$ cat config.mk
export PLATFORM = sky130hd
export DESIGN_NAME = tile_matrix_writer
export DESIGN_NICKNAME = d
export VERILOG_FILES = /design/src/rtl/tile_pkg.sv /design/src/rtl/tile_index_counter.sv /design/src/rtl/tile_matrix_writer.sv
export SDC_FILE = /design/constraint.sdc
export NUM_CORES = 1
export LEC_CHECK = 0
export CORE_MARGIN = 5
export CORE_UTILIZATION = 49
export DETAILED_ROUTE_END_ITERATION = 8
export PLACE_DENSITY = 0.81
export SLEW_MARGIN = 0
export SYNTH_ARGS = -nofsm -noshare
export SYNTH_HDL_FRONTEND = slang
export SYNTH_SLANG_ARGS = --single-unit
export TNS_END_PERCENT = 50
$ cat constraint.sdc
create_clock -name clk -period 9.6 [get_ports clk]
set_input_delay 0.96 -clock clk [delete_from_list [all_inputs] [get_ports clk]]
set_output_delay 0.96 -clock clk [all_outputs]
set_load 0.02 [all_outputs]
$ cat src/rtl/tile_pkg.sv
// Shared definitions for the tiled matrix writer and its matching tiled reader.
package tile_pkg;

   typedef enum logic {
      FILL = 1'b0,
      FULL = 1'b1
   } wr_state_e;

   function automatic int unsigned tiles_per_dim(input int unsigned w, input int unsigned b);
      return w / b;
   endfunction

   // Flat bit position of tile (ti,tj) element (r,c) in a w x w matrix.
   function automatic int unsigned tile_bit_index(input int unsigned ti, input int unsigned tj,
                                                  input int unsigned r, input int unsigned c,
                                                  input int unsigned w, input int unsigned b);
      return (ti * b + r) * w + tj * b + c;
   endfunction

   function automatic int unsigned idx_width(input int unsigned n);
      return (n > 1) ? $clog2(n) : 1;
   endfunction

endpackage

$ cat src/rtl/tile_index_counter.sv
// 2-D wrapping tile position counter, tile column innermost.
module tile_index_counter
   import tile_pkg::*;
#(
   parameter int unsigned T  = 4,
   parameter int unsigned CW = idx_width(T)
) (
   input  logic          clk,
   input  logic          rst,
   input  logic          inc,
   input  logic          clr,
   output logic [CW-1:0] ti_o,
   output logic [CW-1:0] tj_o,
   output logic          last_o
);

   logic [CW-1:0] ti_q, ti_d;
   logic [CW-1:0] tj_q, tj_d;

   always_comb begin
      ti_d = ti_q;
      tj_d = tj_q;
      if (clr) begin
         ti_d = '0;
         tj_d = '0;
      end else if (inc) begin
         if (tj_q == CW'(T - 1)) begin
            tj_d = '0;
            ti_d = (ti_q == CW'(T - 1)) ? '0 : ti_q + CW'(1);
         end else begin
            tj_d = tj_q + CW'(1);
         end
      end
   end

   always_ff @(posedge clk or posedge rst) begin
      if (rst) begin
         ti_q <= '0;
         tj_q <= '0;
      end else begin
         ti_q <= ti_d;
         tj_q <= tj_d;
      end
   end

   assign ti_o   = ti_q;
   assign tj_o   = tj_q;
   assign last_o = (ti_q == CW'(T - 1)) && (tj_q == CW'(T - 1));

endmodule

$ cat src/rtl/tile_matrix_writer.sv
// Fills a W x W bit matrix from a row-major stream of B x B tiles and hands it
// downstream over valid/ready; flags tile_last disagreeing with the tile position.
module tile_matrix_writer
   import tile_pkg::*;
#(
   parameter int unsigned W = 16,
   parameter int unsigned B = 4
) (
   input  logic             clk,
   input  logic             rst,
   input  logic             tile_valid,
   output logic             tile_ready,
   input  logic [B*B-1:0]   tile_data,
   input  logic             tile_last,
   input  logic             abort,
   output logic [W*W-1:0]   a_data,
   output logic             a_valid,
   input  logic             a_ready,
   output logic             proto_err
);

   localparam int unsigned T  = tiles_per_dim(W, B);
   localparam int unsigned CW = idx_width(T);

   if ((W % B) != 0) begin : g_bad_dims
      $error("tile_matrix_writer: W must be a multiple of B");
   end

   wr_state_e      state_q, state_d;
   logic           tile_ready_q, tile_ready_d;
   logic           a_valid_q, a_valid_d;
   logic           proto_err_q, proto_err_d;
   logic [W*W-1:0] a_data_q, a_data_d;
   logic           accept;
   logic           wr;
   logic           cnt_inc;
   logic           cnt_clr;
   logic [CW-1:0]  ti;
   logic [CW-1:0]  tj;
   logic           last_tile;
   logic [T*T-1:0] tile_we;

   tile_index_counter #(.T(T), .CW(CW)) u_cnt (
      .clk    (clk),
      .rst    (rst),
      .inc    (cnt_inc),
      .clr    (cnt_clr),
      .ti_o   (ti),
      .tj_o   (tj),
      .last_o (last_tile)
   );

   assign accept = tile_valid && tile_ready_q;

   always_comb begin
      state_d      = state_q;
      tile_ready_d = 1'b0;
      a_valid_d    = a_valid_q;
      proto_err_d  = proto_err_q;
      wr           = 1'b0;
      cnt_inc      = 1'b0;
      cnt_clr      = 1'b0;
      case (state_q)
         FILL: begin
            // abort wins over a same-cycle tile, which is dropped unchecked
            if (abort) begin
               cnt_clr = 1'b1;
            end else if (accept) begin
               wr      = 1'b1;
               cnt_inc = 1'b1;
               if (tile_last != last_tile) begin
                  proto_err_d = 1'b1;
               end
               if (last_tile) begin
                  state_d   = FULL;
                  a_valid_d = 1'b1;
               end
            end
         end
         FULL: begin
            if (a_valid_q && a_ready) begin
               state_d   = FILL;
               a_valid_d = 1'b0;
            end
         end
         default: state_d = FILL;
      endcase
      tile_ready_d = (state_d == FILL);
   end

   // Each tile row is a contiguous B-bit slice of the flat matrix.
   for (genvar gi = 0; gi < T; gi++) begin : g_ti
      for (genvar gj = 0; gj < T; gj++) begin : g_tj
         assign tile_we[gi*T+gj] = wr && (ti == CW'(gi)) && (tj == CW'(gj));
         for (genvar gr = 0; gr < B; gr++) begin : g_row
            localparam int unsigned BASE = tile_bit_index(gi, gj, gr, 0, W, B);
            assign a_data_d[BASE +: B] = tile_we[gi*T+gj] ? tile_data[gr*B +: B]
                                                          : a_data_q[BASE +: B];
         end
      end
   end

   always_ff @(posedge clk or posedge rst) begin
      if (rst) begin
         state_q      <= FILL;
         tile_ready_q <= 1'b0;
         a_valid_q    <= 1'b0;
         proto_err_q  <= 1'b0;
         a_data_q     <= '0;
      end else begin
         state_q      <= state_d;
         tile_ready_q <= tile_ready_d;
         a_valid_q    <= a_valid_d;
         proto_err_q  <= proto_err_d;
         a_data_q     <= a_data_d;
      end
   end

   assign tile_ready = tile_ready_q;
   assign a_valid    = a_valid_q;
   assign proto_err  = proto_err_q;
   assign a_data     = a_data_q;

endmodule

==> metrics.cfg <==
[critical_path]
critical_path.max_fanout=16
r2r_start=state_q
path_class=input pin to register
r2r_setup_slack_ns=7.20
worstPathArrival_ns=3.25
startpoint_type=input pin
required_ns=10.00
end_kind=register
startpoint=abort

[clock_tree]
post_cts_buffers=0
cts_tree=yes
clock-sinks=264
htreeDepth=1
cts_made_buffers=27
root_buffer=clkbuf_16
clk_latency_ns=0.52
cts_hold_buf=0
cts_buffer_depth=3
cts_resized=0
clkTransAtPathRegs_ns=0.06

[drt]
drtAntennaViolNets=0
via_count=6228
drt_iter0_markers=200
routed_wl_mm=26.7
vias_per_cell=5.27
wire_per_inst_um=22.6
route.detailed.drc=0
first_pass_iters=4

[pwr]
ir_worst_vdd_uv=164
total_power_mw=2.85
power.density_nw_per_um2=201
leakagePower_nw=6.59

[die]
coreArea_sq_um=21100
io_pins=281
die_x_um=157
die_h_um=157
dieArea_sq_um=24600
row_count=53
start_util=0.500

[sta]
setup_viol=0
whs_ns=0.465
finalCriticalPeriod_ns=2.85
fmax_mhz=351
report.final.slew_viol_count=0
setup_tns_ns=0
worstMarginPinSlew_ns=1.10
hold_viol_final=0
skew_ns=0.0155
rsz0062_at_grt=false
slew_headroom=0.266
finalCritPeriodShare=0.297

[global_route]
first_global_vias=6826
grt_max_degree=127
antenna_found_initial=0
overflow=0
grt_pass1_wl_mm=41.5
track_usage=0.216

[synth]
yosysWarningCount=0
synth.top_cells.by_area=dfrtp_1 (63%), mux2_2 (21%), mux2_4 (8.5%), buf_6 (1.7%), buf_12 (1.1%)
ys_top_cells_by_count=dfrtp_1 (264), mux2_2 (196), mux2_4 (60)
synth_cells=630
yosysTopAreaCell=dfrtp_1
ys_seq_area_frac=0.626
synth_edf_count=0
synth_most_common_cell=dfrtp_1
netlist_area_sq_um=10500
synthArstFlopShare=1.00
ys_ff_latch=264
ys.flop_type=dfrtp_1
synth.top_cell.area_share=0.626
synth_cell_types=27
syn_avg_cell_area_sq_um=16.7
synthesis.nets=660

[min_path]
hold_path.class=register to register
hold_start=proto_err

[cells_and_area]
final_cells=1181
area_growth_pct=34.6
diodes=0
final_nets=921
final_util=0.673
drive_gt1_frac=0.340

[status]
status=complete, no violations

[place]
gp_congestion=0.754
io_buffer_count=280
dp.final_hpwl_mm=18.3
dp_cells=1137

[job]
drv_cap=0

==> critical path, stage by stage <==
cell	delay, ns
clkdlybuf4s50_1	0.52
and4bb_4	0.45
and3_1	0.89
mux2_2	0.42
==> routing by layer <==
metal	track usage	part of all wire	routed length, um	up-vias
met5	0	0	0	-
met4	0.0587	0.029	771	0
met3	0.0669	0.079	2120	54
met2	0.355	0.48	12800	232
met1	0.281	0.41	11100	3237
li1	-	-	-	2705
==> kinds of logic after synthesis <==
logic type	share of synthesized area
flops	0.626
fa+ha+maj	0.00949
simple gates	0.0186
buf+inv	0.0425
mux	0.296
compound gates	0.00664
xor+xnor	0.000831
==> sequential cells by signal, indices dropped and copies added (netlist names) <==
register and count:
u_cnt.ti_o 2, state_q 1, proto_err 1, a_valid 1
a_data 256, tile_ready 1, u_cnt.tj_o 2
==> worst paths after layout <==
kind / to / depth (start not counted)
min: proto_err / 1
max reg2reg: a_data[176] / 3
max in group asynchronous: a_data[133] / 3
max: a_data[176] / 4
min reg2reg: proto_err / 1
min in group asynchronous: a_data[0] / 2
==> metrics by stage <==
| stage | setup slack [ns] | instance area, sq um |
|---|---|---|
| 4_1_cts | 6.80 | 14200 |
| 5_1_grt | 6.61 | 14200 |
| 6_report | 6.75 | 14200 |
| 2_1_floorplan | 1.37 | 10500 |
| 3_5_place_dp | 6.25 | 13300 |
| 3_3_place_gp | 6.30 | 13300 |
==> where the power goes <==
part	internal, mW	total [mW]	switching, mW
logic	0.253	0.509	0.256
registers	1.21	1.27	0.0548
clock network	0.656	1.07	0.416
==> area by class of cell <==
| class | instances | area, sq um |
|---|---|---|
| Inverter | 6 | 30.0 |
| Tap cell | 275 | 344 |
| Fill cell | 1480 | 6890 |
| Sequential cell | 264 | 6610 |
| Clock inverter | 9 | 150 |
| Multi-Input combinational cell | 310 | 3490 |
| Timing Repair Buffer | 282 | 2820 |
| Clock buffer | 35 | 756 |
==> cells in the final DEF, fill, tap and decap left out, types with 3 or more instances in the layout <==
| cell | synthesis | routed |
|---|---|---|
| mux2_4 | 60 | 60 |
| and3_1 | 12 | 12 |
| dfrtp_1 | 264 | 264 |
| and3_2 | 4 | 4 |
| mux2_2 | 196 | 196 |
| inv_1 | 6 | 5 |
| nand2_1 | 7 | 7 |
| ha_1 | 8 | 8 |
| clkbuf_1 | 16 | 3 |
| clkbuf_16 | 0 | 27 |
| clkinv_2 | 0 | 3 |
| clkdlybuf4s50_1 | 0 | 280 |
| bufinv_16 | 0 | 4 |
| o21ai_0 | 6 | 6 |
| clkbuf_8 | 0 | 5 |
Note: power is estimated with default switching activity, not from simulation.
